$ cat src/rtl/rv_pkg.sv
// Shared RV32IM decode constants and the one-hot ALU select bundle used
// by the ID/EX stage and the ALU's caller.
package rv_pkg;

    localparam logic [6:0] OPC_OP     = 7'b0110011;
    localparam logic [6:0] OPC_OP_IMM = 7'b0010011;
    localparam logic [6:0] OPC_LOAD   = 7'b0000011;
    localparam logic [6:0] OPC_STORE  = 7'b0100011;

    localparam logic [6:0] F7_BASE   = 7'b0000000;
    localparam logic [6:0] F7_ALT    = 7'b0100000;
    localparam logic [6:0] F7_MULDIV = 7'b0000001;

    localparam logic [2:0] F3_ADD    = 3'b000;
    localparam logic [2:0] F3_SLT    = 3'b010;
    localparam logic [2:0] F3_SLTU   = 3'b011;
    localparam logic [2:0] F3_OR     = 3'b110;
    localparam logic [2:0] F3_AND    = 3'b111;
    localparam logic [2:0] F3_MUL    = 3'b000;
    localparam logic [2:0] F3_MULH   = 3'b001;
    localparam logic [2:0] F3_MULHSU = 3'b010;
    localparam logic [2:0] F3_MULHU  = 3'b011;

    typedef struct packed {
        logic add;
        logic sub;
        logic mul;
        logic mulh;
        logic mulhsu;
        logic mulhu;
        logic and_op;
        logic or_op;
        logic slt;
        logic sltu;
    } alu_sel_t;

    localparam alu_sel_t ALU_SEL_NONE = '0;

endpackage

$ cat src/rtl/id_ex_stage_if.sv
// Decode bus between the ID/EX stage (master, supplies instruction fields)
// and the ALU decoder (slave, returns selects, operand-b source, illegal flag).
interface id_ex_stage_if;
    import rv_pkg::*;

    logic [6:0] opcode;
    logic [2:0] funct3;
    logic [6:0] funct7;
    alu_sel_t   sel;
    logic       use_imm;
    logic       illegal;

    modport master (
        output opcode, funct3, funct7,
        input  sel, use_imm, illegal
    );

    modport slave (
        input  opcode, funct3, funct7,
        output sel, use_imm, illegal
    );

endinterface

$ cat src/rtl/id_ex_stage_alu_decode.sv
// Purely combinational RV32IM ALU decoder: opcode/funct3/funct7 to one-hot
// select, immediate operand source, and an illegal flag for anything else.
module alu_decode
    import rv_pkg::*;
(
    id_ex_stage_if.slave dec
);

    alu_sel_t sel;
    logic     use_imm;

    always_comb begin
        // NOTE: defaults first so every path assigns every output; no latch.
        sel     = ALU_SEL_NONE;
        use_imm = 1'b0;
        case (dec.opcode)
            OPC_OP: begin
                case (dec.funct7)
                    F7_BASE: begin
                        case (dec.funct3)
                            F3_ADD:  sel.add    = 1'b1;
                            F3_AND:  sel.and_op = 1'b1;
                            F3_OR:   sel.or_op  = 1'b1;
                            F3_SLT:  sel.slt    = 1'b1;
                            F3_SLTU: sel.sltu   = 1'b1;
                            default: sel        = ALU_SEL_NONE;
                        endcase
                    end
                    F7_ALT: begin
                        if (dec.funct3 == F3_ADD) begin
                            sel.sub = 1'b1;
                        end
                    end
                    F7_MULDIV: begin
                        case (dec.funct3)
                            F3_MUL:    sel.mul    = 1'b1;
                            F3_MULH:   sel.mulh   = 1'b1;
                            F3_MULHSU: sel.mulhsu = 1'b1;
                            F3_MULHU:  sel.mulhu  = 1'b1;
                            default:   sel        = ALU_SEL_NONE;
                        endcase
                    end
                    default: sel = ALU_SEL_NONE;
                endcase
            end
            OPC_OP_IMM: begin
                case (dec.funct3)
                    F3_ADD:  sel.add    = 1'b1;
                    F3_SLT:  sel.slt    = 1'b1;
                    F3_SLTU: sel.sltu   = 1'b1;
                    F3_OR:   sel.or_op  = 1'b1;
                    F3_AND:  sel.and_op = 1'b1;
                    default: sel        = ALU_SEL_NONE;
                endcase
                use_imm = (sel != ALU_SEL_NONE);
            end
            OPC_LOAD, OPC_STORE: begin
                // Address generation: base register plus immediate.
                sel.add = 1'b1;
                use_imm = 1'b1;
            end
            default: sel = ALU_SEL_NONE;
        endcase
    end

    assign dec.sel     = sel;
    assign dec.use_imm = use_imm;
    assign dec.illegal = (sel == ALU_SEL_NONE);

endmodule

$ cat src/rtl/id_ex_stage.sv
// ID/EX pipeline register: captures decoded RV32IM fields with stall/flush,
// and resolves EX operands through MEM/WB forwarding.
module id_ex_stage
    import rv_pkg::*;
#(
    parameter int WIDTH      = 32,
    parameter int REG_ADDR_W = 5
) (
    input  logic                  clk,
    input  logic                  rst_n,
    input  logic                  id_valid,
    input  logic [6:0]            id_opcode,
    input  logic [2:0]            id_funct3,
    input  logic [6:0]            id_funct7,
    input  logic [REG_ADDR_W-1:0] id_rs1,
    input  logic [REG_ADDR_W-1:0] id_rs2,
    input  logic [REG_ADDR_W-1:0] id_rd,
    input  logic [WIDTH-1:0]      id_rs1_data,
    input  logic [WIDTH-1:0]      id_rs2_data,
    input  logic [WIDTH-1:0]      id_imm,
    input  logic                  stall,
    input  logic                  flush,
    input  logic                  mem_fwd_valid,
    input  logic [REG_ADDR_W-1:0] mem_fwd_rd,
    input  logic [WIDTH-1:0]      mem_fwd_data,
    input  logic                  wb_fwd_valid,
    input  logic [REG_ADDR_W-1:0] wb_fwd_rd,
    input  logic [WIDTH-1:0]      wb_fwd_data,
    output logic                  ex_valid,
    output logic [REG_ADDR_W-1:0] ex_rd,
    output logic                  ex_illegal,
    output logic [WIDTH-1:0]      operand_a,
    output logic [WIDTH-1:0]      operand_b,
    output logic                  alu_sel_add,
    output logic                  alu_sel_sub,
    output logic                  alu_sel_mul,
    output logic                  alu_sel_mulh,
    output logic                  alu_sel_mulhsu,
    output logic                  alu_sel_mulhu,
    output logic                  alu_sel_and,
    output logic                  alu_sel_or,
    output logic                  alu_sel_slt,
    output logic                  alu_sel_sltu
);

    id_ex_stage_if dec_if ();

    assign dec_if.opcode = id_opcode;
    assign dec_if.funct3 = id_funct3;
    assign dec_if.funct7 = id_funct7;

    alu_decode u_alu_decode (
        .dec (dec_if)
    );

    logic                  valid_q,    valid_d;
    logic [REG_ADDR_W-1:0] rd_q,       rd_d;
    logic [REG_ADDR_W-1:0] rs1_q,      rs1_d;
    logic [REG_ADDR_W-1:0] rs2_q,      rs2_d;
    logic [WIDTH-1:0]      rs1_data_q, rs1_data_d;
    logic [WIDTH-1:0]      rs2_data_q, rs2_data_d;
    logic [WIDTH-1:0]      imm_q,      imm_d;
    logic                  use_imm_q,  use_imm_d;
    logic                  illegal_q,  illegal_d;
    alu_sel_t              sel_q,      sel_d;

    always_comb begin
        valid_d    = valid_q;
        rd_d       = rd_q;
        rs1_d      = rs1_q;
        rs2_d      = rs2_q;
        rs1_data_d = rs1_data_q;
        rs2_data_d = rs2_data_q;
        imm_d      = imm_q;
        use_imm_d  = use_imm_q;
        illegal_d  = illegal_q;
        sel_d      = sel_q;
        if (flush) begin
            // Bubble: operand fields are don't-care once valid drops.
            valid_d   = 1'b0;
            sel_d     = ALU_SEL_NONE;
            illegal_d = 1'b0;
            use_imm_d = 1'b0;
        end else if (!stall) begin
            valid_d    = id_valid;
            rd_d       = id_rd;
            rs1_d      = id_rs1;
            rs2_d      = id_rs2;
            rs1_data_d = id_rs1_data;
            rs2_data_d = id_rs2_data;
            imm_d      = id_imm;
            sel_d      = id_valid ? dec_if.sel : ALU_SEL_NONE;
            illegal_d  = id_valid & dec_if.illegal;
            use_imm_d  = id_valid & dec_if.use_imm;
        end
    end

    always_ff @(posedge clk or negedge rst_n) begin
        if (!rst_n) begin
            valid_q    <= 1'b0;
            rd_q       <= '0;
            rs1_q      <= '0;
            rs2_q      <= '0;
            rs1_data_q <= '0;
            rs2_data_q <= '0;
            imm_q      <= '0;
            use_imm_q  <= 1'b0;
            illegal_q  <= 1'b0;
            sel_q      <= ALU_SEL_NONE;
        end else begin
            // NOTE: non-blocking so every flop samples the pre-edge _d values.
            valid_q    <= valid_d;
            rd_q       <= rd_d;
            rs1_q      <= rs1_d;
            rs2_q      <= rs2_d;
            rs1_data_q <= rs1_data_d;
            rs2_data_q <= rs2_data_d;
            imm_q      <= imm_d;
            use_imm_q  <= use_imm_d;
            illegal_q  <= illegal_d;
            sel_q      <= sel_d;
        end
    end

    // x0 is hard-wired zero, so it never takes a forwarded value; MEM is younger than WB.
    function automatic logic [WIDTH-1:0] fwd_operand(
        input logic [REG_ADDR_W-1:0] rs,
        input logic [WIDTH-1:0]      reg_data,
        input logic                  mem_v,
        input logic [REG_ADDR_W-1:0] mem_rd,
        input logic [WIDTH-1:0]      mem_data,
        input logic                  wb_v,
        input logic [REG_ADDR_W-1:0] wb_rd,
        input logic [WIDTH-1:0]      wb_data
    );
        if (rs == '0)                 return reg_data;
        if (mem_v && (mem_rd == rs))  return mem_data;
        if (wb_v && (wb_rd == rs))    return wb_data;
        return reg_data;
    endfunction

    assign operand_a = fwd_operand(rs1_q, rs1_data_q,
                                   mem_fwd_valid, mem_fwd_rd, mem_fwd_data,
                                   wb_fwd_valid, wb_fwd_rd, wb_fwd_data);

    assign operand_b = use_imm_q ? imm_q :
                       fwd_operand(rs2_q, rs2_data_q,
                                   mem_fwd_valid, mem_fwd_rd, mem_fwd_data,
                                   wb_fwd_valid, wb_fwd_rd, wb_fwd_data);

    assign ex_valid       = valid_q;
    assign ex_rd          = rd_q;
    assign ex_illegal     = illegal_q;
    assign alu_sel_add    = sel_q.add;
    assign alu_sel_sub    = sel_q.sub;
    assign alu_sel_mul    = sel_q.mul;
    assign alu_sel_mulh   = sel_q.mulh;
    assign alu_sel_mulhsu = sel_q.mulhsu;
    assign alu_sel_mulhu  = sel_q.mulhu;
    assign alu_sel_and    = sel_q.and_op;
    assign alu_sel_or     = sel_q.or_op;
    assign alu_sel_slt    = sel_q.slt;
    assign alu_sel_sltu   = sel_q.sltu;

endmodule

$ cat config.mk
export PLATFORM = sky130hd
export DESIGN_NAME = id_ex_stage
export DESIGN_NICKNAME = d
export VERILOG_FILES = /design/src/rtl/rv_pkg.sv /design/src/rtl/id_ex_stage_if.sv /design/src/rtl/id_ex_stage_alu_decode.sv /design/src/rtl/id_ex_stage.sv
export SDC_FILE = /design/constraint.sdc
export NUM_CORES = 1
export LEC_CHECK = 0
export ABC_CLOCK_PERIOD_IN_PS = 3260
export BUFFER_PORTS_ARGS = -buffer_cell sky130_fd_sc_hd__clkbuf_2
export CORE_MARGIN = 8
export CORE_UTILIZATION = 35
export DETAILED_ROUTE_END_ITERATION = 12
export GPL_ROUTABILITY_DRIVEN = 0
export SLEW_MARGIN = 10
export SYNTH_ARGS = -nofsm -noshare
export SYNTH_HDL_FRONTEND = slang
export SYNTH_SLANG_ARGS = --single-unit
$ cat constraint.sdc
create_clock -name clk -period 3.26 [get_ports clk]
set_input_delay 0.815 -clock clk [delete_from_list [all_inputs] [get_ports clk]]
set_output_delay 0.815 -clock clk [all_outputs]
set_load 0.02 [all_outputs]
==> results of run 1 <==
## layout make-up
type / instances / area share [%]
tap: 270 / 3.48
sequential: 124 / 32.0
clock buffer: 18 / 4.43
clock inverter: 14 / 2.00
timing repair buffer: 312 / 19.7
multi-input combinational: 427 / 37.1
inverter: 34 / 1.32
## registers in the layout, summed over array words and instances (netlist names), 5 cells and up
signal,count
ex_rd,5
rs2_data_q,32
rs1_data_q,32
rs1_q,5
rs2_q,5
imm_q,32
## timing repair
item,CTS,global route
pin swaps,2,3
buffers inserted,0,1
gates resized for setup,4,75
gates cloned,0,3
hold endpoints to repair,0,0
endpoints found under the setup margin,13,29
## cell families after synthesis
group	count (synthesis)	synth area share [%]
AND/OR/NAND/NOR	149	10.3
XOR/XNOR	20	2.47
multiplexers	173	25.9
buffers and inverters	82	6.20
AO/OA/AOI/OAI	85	11.3
flip-flops	124	43.8
## per-stage QoR
step	instances	cell area, um^2
finish	1199	9700
global route	1199	9700
CTS	1195	9480
detailed placement	1164	8860
global placement	1164	8860
floorplan	633	7080
## per-layer routing
metal / track usage, % / vias to the layer above / part of all wire (%)
met2: 28.6 / 220 / 46
met1: 22.0 / 2838 / 43
met4: 7.14 / 0 / 3.0
met5: 0 / - / 0
li1: - / 2859 / -
met3: 6.31 / 44 / 8.2
## cells in the final DEF (no fill, tap or decap), types with 5 or more instances in the layout
cell type,instances
buf_2,21
clkbuf_16,20
mux2_1,40
a22o_1,5
mux2_2,40
buf_12,11
buf_4,20
clkbuf_2,246
inv_1,34
nor2_1,10
o21ai_0,35
dfrtp_1,122
mux2i_1,91
o221ai_2,31
nand4_1,34
nand2_1,74
buf_6,11
xnor2_1,8
xor2_1,11
## power by group through the flow
stage	Combinational, mW	Clock, mW	Sequential [mW]
2_1_floorplan	0.731	0	1.85
3_3_place_gp	1.19	0	1.86
3_5_place_dp	1.20	0	1.87
4_1_cts	1.20	2.08	1.84
5_1_grt	1.35	2.14	1.86
6_report	1.24	2.02	1.84
## how the worst max path moves through the flow
stage	start	end	cells past startpoint
after CTS	mem_fwd_rd[2]	operand_b[23]	8
after detailed placement	mem_fwd_rd[3]	operand_b[23]	8
final	mem_fwd_rd[2]	operand_b[18]	9
after floorplan	mem_fwd_rd[3]	operand_b[0]	7
after global routing	rs2_q[2]	operand_b[6]	7
after global placement	mem_fwd_rd[3]	operand_b[23]	8
==> flow_metrics.py, run 1 <==
metrics = {
    "finish": {
        "n_antenna_cell": 0,
        "fin_util_pct": 48.4,
        "nets": 1125,
        "fillCellCount": 1928,
        "multiInputGateArea_um2": 3600,
        "drive_above_1_share_pct": 46.3,
        "ff_latch_area_um2": 3110,
        "areaGrowthSynthToFinish_pct": 37.0,
    },
    "min_path": {
        "hp-class": "primary input to asynchronous set/reset pin",
    },
    "sta": {
        "worst_slew_pin_slew_ns": 0.808,
        "finalHoldViolations": 0,
        "setup_viol": 0,
        "rsz0062_at_grt": "yes",
        "slew_headroom_pct": 46.1,
        "fin_setup_tns_ns": 0,
        "layout_min_cycle_time_ns": 3.23,
        "fin_skew_ns": 0,
        "worst_slack_ns": 0.0295,
        "fmax_mhz": 310,
        "holdWs_ns": 0.339,
        "slew_viol_final": 0,
        "fin_crit_sh_pct": 99.1,
    },
    "synth": {
        "synth_area_leaders": "dfrtp_1 (44%), mux2i_1 (13%), mux2_1 (6.4%), mux2_2 (6.4%), o221ai_2 (6.4%)",
        "ys_top_cells_by_count": "dfrtp_1 (124), mux2i_1 (93), nand2_1 (75)",
        "syn-instance-count": 633,
        "synth_edf_count": 0,
        "synth_seq_cells": 124,
        "synth_top_cell_by_area": "dfrtp_1",
        "ys.flop_type": "dfrtp_1",
        "synth_top_area_share_pct": 43.8,
        "syn-num-nets": 842,
        "netlist_area_um2": 7080,
        "async_flop_share_pct": 100,
        "synth_most_common_cell": "dfrtp_1",
        "ys_types": 46,
        "ys_seq_area_share_pct": 43.8,
        "ys.warnings.count": 0,
        "syn_area_per_cell_um2": 11.2,
    },
    "detailed_routing": {
        "routed_wl_um": 23000,
        "via_per_inst": 4.97,
        "vias": 5961,
        "drt-wirelength-per-cell_um": 19.2,
        "drc": 0,
        "dr.first_iter.drc_count": 249,
        "ant_nets": 0,
        "first_pass_iters": 5,
    },
    "global_routing": {
        "overflow": 0,
        "grt_usage_pct": 18.0,
        "grt_pass1_vias": 6461,
        "antenna_found_initial": 0,
        "grt_start_max_net_pins": 93,
        "grt_pass1_wl_um": 34700,
    },
    "critical_path": {
        "crit_fanout": 7,
        "crit_type": "primary input to output pin",
        "reg2reg_slack_ns": 2.42,
        "reg2reg_to": "rs2_q[1]",
        "cp-start-kind": "primary input",
        "critPathTopFamily": "simple AND/OR/NAND/NOR gates",
        "r2r_cells": 1,
        "slowest_stage": "and3_4",
        "arrival_ns": 2.42,
        "worstPathCellList": "buf_6 > xor2_1 > nor4_2 > and3_4 > buf_12 > clkbuf_16 > mux2i_1 > mux2i_1 > clkbuf_2",
        "path_common_cell": "mux2i_1",
        "critPathRequiredTime_ns": 2.44,
        "r2r_start": "rs2_q[1]",
        "cpPeakStageDelay_ns": 0.32,
        "endpoint_kind": "output pin",
        "worst-path-buf-inv": 4,
    },
    "clock_network": {
        "clkTransAtPathRegs_ns": 0.06,
        "cts_tree": "built",
        "cts_hold_buf": 0,
        "cts-root-buf": "clkbuf_16",
        "cts.sinks": 124,
        "clk_path_buf_depth": 2,
        "clock_latency_ns": 0.43,
        "cts-htree-levels": 4,
        "cts_made_buffers": 17,
    },
    "pwr": {
        "power_frac_comb_pct": 24.4,
        "ir_worst_vdd_v": 0.000335,
        "p_int_mw": 3.59,
        "leakage_nw": 4.63,
        "power.total_mw": 5.10,
        "p_switching_mw": 1.52,
        "power_frac_seq_pct": 36.1,
        "netSwitchingFraction_pct": 29.7,
        "power_density_nw_per_um2": 526,
        "clkPwrFrac_pct": 39.6,
    },
    "job": {
        "cap_viol_max_count": 0,
    },
    "place": {
        "hpwl_um": 17500,
        "pre_cts_ws_ns": -0.145,
        "port_buffers": 289,
    },
    "die": {
        "core_area_um2": 20000,
        "io_pins": 290,
        "rows": 52,
        "fp.dieW_um": 158,
        "initial_core_util_pct": 35.3,
        "die-height_um": 158,
        "die_area_um2": 25000,
    },
    "status": {
        "status": "finished, final reports clean",
    },
}
Note: power is estimated with default switching activity, not from simulation.
==> run 2: changes to the inputs <==
--- a/config.mk
+++ b/config.mk
@@ -11,6 +11,7 @@
 export CORE_UTILIZATION = 35
 export DETAILED_ROUTE_END_ITERATION = 12
 export GPL_ROUTABILITY_DRIVEN = 0
+export REMOVE_ABC_BUFFERS = 1
 export SLEW_MARGIN = 10
 export SYNTH_ARGS = -nofsm -noshare
 export SYNTH_HDL_FRONTEND = slang
==> run 2 against run 1 <==
Net effect:
- clock-buffer cell count up 2
- critical path depth down 1
- routed wire length decreased by 8.7%
- first-iteration DRC count fell by 15%
- fmax up 2.3%
- clock skew unchanged
- sequential cell count unchanged
- power is 3.8% lower
- die area did not move
- global-route usage is 1.2 points lower
- sequential power about the same
- design area decreased by 1.7%
- highest routed layer unchanged
==> flow_metrics.py, run 2 (synthesized netlist as in run 1, its figures left out) <==
metrics = {
    "status": {
        "status": "finished, final reports clean",
    },
    "clock_network": {
        "cts_tree": "built",
        "cts-root-buf": "clkbuf_16",
        "clock_latency_ns": 0.40,
        "clkTransAtPathRegs_ns": 0.06,
        "cts-htree-levels": 4,
        "cts_made_buffers": 17,
        "cts.sinks": 124,
        "clk_path_buf_depth": 2,
    },
    "critical_path": {
        "reg2reg_slack_ns": 2.28,
        "startpoint": "wb_fwd_rd[1]",
        "cp-start-kind": "primary input",
        "arrival_ns": 2.34,
        "critPathRequiredTime_ns": 2.44,
        "crit_fanout": 18,
        "endpoint_kind": "output pin",
        "reg2reg_to": "use_imm_q",
        "cp-endpoint": "operand_a[29]",
        "r2r_start": "use_imm_q",
        "r2r_cells": 1,
        "crit_type": "primary input to output pin",
    },
    "sta": {
        "fin_setup_tns_ns": 0,
        "fin_skew_ns": 0,
        "worst_slew_pin_slew_ns": 0.725,
        "worst_slack_ns": 0.101,
        "slew_headroom_pct": 51.6,
        "rsz0062_at_grt": "yes",
        "fin_crit_sh_pct": 96.9,
        "setup_viol": 0,
        "fmax_mhz": 317,
        "slew_viol_final": 0,
        "finalHoldViolations": 0,
        "layout_min_cycle_time_ns": 3.16,
    },
    "global_routing": {
        "antenna_found_initial": 0,
        "grt_start_max_net_pins": 125,
        "overflow": 0,
        "grt_pass1_wl_um": 32800,
        "grt_pass1_vias": 6186,
        "grt_usage_pct": 16.8,
    },
    "detailed_routing": {
        "first_pass_iters": 4,
        "routed_wl_um": 21000,
        "via_per_inst": 4.91,
        "dr.first_iter.drc_count": 212,
        "ant_nets": 0,
        "vias": 5895,
        "drt-wirelength-per-cell_um": 17.5,
        "drc": 0,
    },
    "die": {
        "die-height_um": 158,
        "fp.dieW_um": 158,
        "io_pins": 290,
        "die_area_um2": 25000,
        "core_area_um2": 20000,
        "initial_core_util_pct": 35.3,
        "rows": 52,
    },
    "place": {
        "port_buffers": 289,
        "hpwl_um": 16500,
        "placed_cell_area_um2": 8910,
        "pre_cts_ws_ns": 0.0400,
    },
    "min_path": {
        "hp-class": "primary input to asynchronous set/reset pin",
    },
    "pwr": {
        "power.total_mw": 4.91,
        "leakage_nw": 4.57,
        "ir_worst_vdd_v": 0.000325,
        "power_density_nw_per_um2": 515,
    },
    "finish": {
        "final_cell_mix": "clkbuf_2 (269), dfrtp_1 (123), mux2i_1 (93)",
        "areaGrowthSynthToFinish_pct": 34.7,
        "top_regs": "imm_q x32, rs1_data_q x32, rs2_data_q x32",
        "n_antenna_cell": 0,
        "final_common_cell": "clkbuf_2",
        "final_area_um2": 9540,
        "nets": 1127,
        "drive_above_1_share_pct": 45.9,
    },
    "job": {
        "cap_viol_max_count": 0,
    },
}
run 2: worst min-delay path by stage:
stage / cells after the start / start / slack [ns] / endpoint
final: 2 / rst_n / 0.48 / rs2_data_q[5]
after global routing: 1 / rs2_data_q[18] / 0.50 / rs2_data_q[18]
after CTS: 1 / rs2_data_q[19] / 0.49 / rs2_data_q[19]
after detailed placement: 1 / rs2_data_q[25] / 0.47 / rs2_data_q[25]
after global placement: 1 / rs2_data_q[22] / 0.47 / rs2_data_q[22]
after floorplan: 1 / rs2_data_q[30] / 0.45 / rs2_data_q[30]
run 2: final cells by class:
| type | instances | area, um^2 |
|---|---|---|
| clock buffer | 20 | 457 |
| sequential | 124 | 3100 |
| timing repair buffer | 314 | 1810 |
| tap | 270 | 338 |
| fill | 1959 | 10500 |
| clock inverter | 12 | 138 |
| multi-input combinational | 427 | 3560 |
| inverter | 34 | 128 |
run 2: critical path, stage by stage:
cell and delay [ns]:
clkbuf_2 0.11, xor2_1 0.14, nor4_1 0.31, and3_2 0.29, o21a_2 0.19, buf_12 0.19, o221ai_2 0.11, clkbuf_2 0.17
run 2: repair_timing:
| item | 4_1_cts | 5_1_grt |
|---|---|---|
| endpoints found under the setup margin | 0 | 53 |
| buffers inserted | 0 | 1 |
| gates resized for setup | 0 | 26 |
| hold buffers | 0 | 0 |
| hold endpoints to repair | 0 | 0 |
run 2: power by group:
group,switching (mW),total [mW],internal [mW]
Clock,0.720,1.89,1.17
Combinational,0.646,1.18,0.532
Sequential,0.0997,1.84,1.74
Total,1.47,4.91,3.44
run 2: metal layers:
metal  GRT usage, %  part of all wire, %  vias up
met2           27.1                   48      210
met4           5.30                  1.5        0
met1           21.0                   42     2802
met3           5.43                  8.4       24
met5              0                    0        -
li1               -                    -     2859
run 2: stage by stage:
stage	hold slack (ns)	std cells	utilization, %
6_report	0.477	1201	47.6
5_1_grt	0.497	1201	47.6
4_1_cts	0.487	1200	47.4
3_5_place_dp	0.474	1168	44.5
3_3_place_gp	0.466	1168	44.5
2_1_floorplan	0.454	585	-
==> run 3: changes to the inputs <==
--- a/config.mk
+++ b/config.mk
@@ -15,4 +15,5 @@
 export SLEW_MARGIN = 10
 export SYNTH_ARGS = -nofsm -noshare
 export SYNTH_HDL_FRONTEND = slang
+export SYNTH_HIERARCHICAL = 1
 export SYNTH_SLANG_ARGS = --single-unit
==> run 3 against run 2 <==
Net effect:
- the flow now finishes with violations (negative setup slack)
- area after synthesis down 0.32%
- fmax is 5.6% lower
- clock-buffer cell count down 2
- critical path depth up 1
- routed wire length grew 18%
- first-iteration DRC count increased by 23%
- largest power group unchanged
==> flow_metrics.py, run 3 <==
metrics = {
    "status": {
        "status": "finished, violations left",
        "violations": "negative setup slack",
    },
    "synth": {
        "ys_seq_area_share_pct": 44.0,
        "synth_seq_cells": 124,
        "ys_top_cells_by_count": "dfrtp_1 (124), mux2_2 (111), o22ai_1 (64)",
        "synth_edf_count": 0,
        "syn-instance-count": 592,
        "synth_top_area_share_pct": 44.0,
        "ys_types": 44,
        "netlist_area_um2": 7060,
        "synth_top_cell_by_area": "dfrtp_1",
        "ys.warnings.count": 6,
        "synth_area_leaders": "dfrtp_1 (44%), mux2_2 (18%), a2bb2oi_2 (6.4%), o22ai_1 (5.7%), mux2i_1 (4.5%)",
        "ys.flop_type": "dfrtp_1",
        "syn_area_per_cell_um2": 11.9,
        "async_flop_share_pct": 100,
        "synth_most_common_cell": "dfrtp_1",
    },
    "detailed_routing": {
        "wl_met3_um": 2280,
        "met1Wirelength_um": 9880,
        "drt-wirelength-per-cell_um": 21.1,
        "first_pass_iters": 4,
        "routed_wl_um": 24700,
        "dr.first_iter.drc_count": 260,
        "via_per_inst": 5.25,
        "ant_nets": 0,
        "top_layer_used": "met4",
        "wl_met2_um": 11900,
        "drc": 0,
        "vias": 6162,
    },
    "finish": {
        "final_cell_mix": "clkbuf_2 (231), dfrtp_1 (119), mux2_2 (111)",
        "n_antenna_cell": 0,
        "areaGrowthSynthToFinish_pct": 47.2,
        "final_area_um2": 10400,
        "layout.cells.non_filler": 1173,
        "nets": 1100,
        "final_common_cell": "clkbuf_2",
        "drive_above_1_share_pct": 64.0,
        "top_regs": "imm_q x32, rs1_data_q x32, rs2_data_q x32",
        "fillCellCount": 1828,
        "multiInputGateArea_um2": 4000,
        "fin_util_pct": 51.8,
        "ff_latch_area_um2": 3110,
    },
    "critical_path": {
        "slowest_stage": "or3_4",
        "r2r_cells": 1,
        "critPathRequiredTime_ns": 2.44,
        "reg2reg_to": "rs2_q[4]",
        "critPathTopFamily": "simple AND/OR/NAND/NOR gates",
        "endpoint_kind": "output pin",
        "cpPeakStageDelay_ns": 0.45,
        "worst-path-buf-inv": 4,
        "crit_fanout": 5,
        "cp-start-kind": "primary input",
        "reg2reg_slack_ns": 2.41,
        "r2r_start": "rs2_q[4]",
        "arrival_ns": 2.53,
        "worstPathCellList": "buf_4 > xnor2_2 > nand4_1 > or3_4 > a21boi_4 > buf_6 > clkbuf_16 > a2bb2oi_4 > buf_6",
        "path_common_cell": "buf_6",
        "crit_type": "primary input to output pin",
    },
    "sta": {
        "fmax_mhz": 299,
        "fin_skew_ns": 0,
        "setup_viol": 25,
        "worst_slew_pin_slew_ns": 0.616,
        "layout_min_cycle_time_ns": 3.35,
        "slew_headroom_pct": 58.9,
        "rsz0062_at_grt": "yes",
        "slew_viol_final": 0,
        "finalHoldViolations": 0,
        "fin_crit_sh_pct": 103,
        "worst_slack_ns": -0.0870,
    },
    "clock_network": {
        "cts_hold_buf": 0,
        "cts-htree-levels": 4,
        "cts_made_buffers": 17,
        "clkTransAtPathRegs_ns": 0.06,
        "cts_tree": "built",
        "clock_latency_ns": 0.41,
        "cts-root-buf": "clkbuf_16",
        "clk_path_buf_depth": 2,
        "cts.sinks": 124,
    },
    "global_routing": {
        "grt_usage_pct": 18.8,
        "grt_pass1_vias": 6536,
        "grt_start_max_net_pins": 112,
        "overflow": 0,
        "antenna_found_initial": 0,
        "grt_pass1_wl_um": 36000,
    },
    "die": {
        "fp.dieW_um": 158,
        "core_area_um2": 20000,
        "initial_core_util_pct": 35.2,
        "die-height_um": 158,
        "rows": 52,
        "io_pins": 290,
        "die_area_um2": 25000,
    },
    "job": {
        "cap_viol_max_count": 0,
    },
    "pwr": {
        "power_density_nw_per_um2": 532,
        "leakage_nw": 4.64,
        "ir_worst_vdd_v": 0.000329,
        "power.total_mw": 5.52,
    },
    "min_path": {
        "hp-class": "primary input to asynchronous set/reset pin",
    },
    "place": {
        "hpwl_um": 17800,
        "placed_cell_area_um2": 8910,
        "port_buffers": 289,
        "dp_cells": 1132,
    },
}
run 3: kinds of logic (layout without fill, tap and decap cells):
| kind of cell | Yosys count | count (layout) | synth area share [%] |
|---|---|---|---|
| AOI/OAI and AO/OA | 148 | 148 | 19.7 |
| xor gates and xnor gates | 20 | 20 | 2.48 |
| buffers and inverters | 81 | 392 | 5.76 |
| DFF | 124 | 124 | 44.0 |
| muxes | 143 | 143 | 22.3 |
| and+or+nand+nor | 76 | 76 | 5.78 |
run 3: repair_timing:
action / CTS / global route
pin swaps: 4 / 12
buffers inserted: 0 / 6
gates cloned: 0 / 5
hold endpoints to repair: 0 / 0
gates resized for setup: 24 / 184
endpoints found under the setup margin: 47 / 64
run 3: worst max path at each step:
stage / from / end / cells past startpoint
after floorplan: stall / ex_rd[0] / 2
after global placement: wb_fwd_rd[4] / operand_b[21] / 8
after detailed placement: wb_fwd_rd[4] / operand_b[19] / 8
after CTS: wb_fwd_rd[1] / operand_b[22] / 8
after global routing: wb_fwd_rd[1] / operand_b[21] / 8
final: mem_fwd_rd[2] / operand_a[22] / 9
run 3: power by group:
group / leakage (nW) / switching (mW) / internal [mW]
Sequential: 1.48 / 0.178 / 1.75
Clock: 0.303 / 0.728 / 1.30
Combinational: 2.86 / 0.745 / 0.820
run 3: routing by layer:
layer	global-route usage [%]	vias up
met5	0	-
met2	30.3	251
met1	22.5	3026
li1	-	2846
met4	7.50	0
met3	6.58	39
run 3: final cells by class:
type,count,area share [%]
flip-flops and latches,124,29.9
repair buffers,326,20.9
multi-input cells,387,38.5
well taps,270,3.25
clock buffers,18,4.23
clock inverters,13,1.86
inverters,35,1.27
run 3: per-stage QoR:
stage | setup TNS, ns | hold WS [ns] | worst slack [ns]
6_report | -0.686 | 0.360 | -0.0870
5_1_grt | -5.04 | 0.376 | -0.199
4_1_cts | -1.33 | 0.363 | -0.0721
3_5_place_dp | -2.75 | 0.490 | -0.128
3_3_place_gp | -2.70 | 0.490 | -0.0996
2_1_floorplan | -384.67 | 0.474 | -2.93
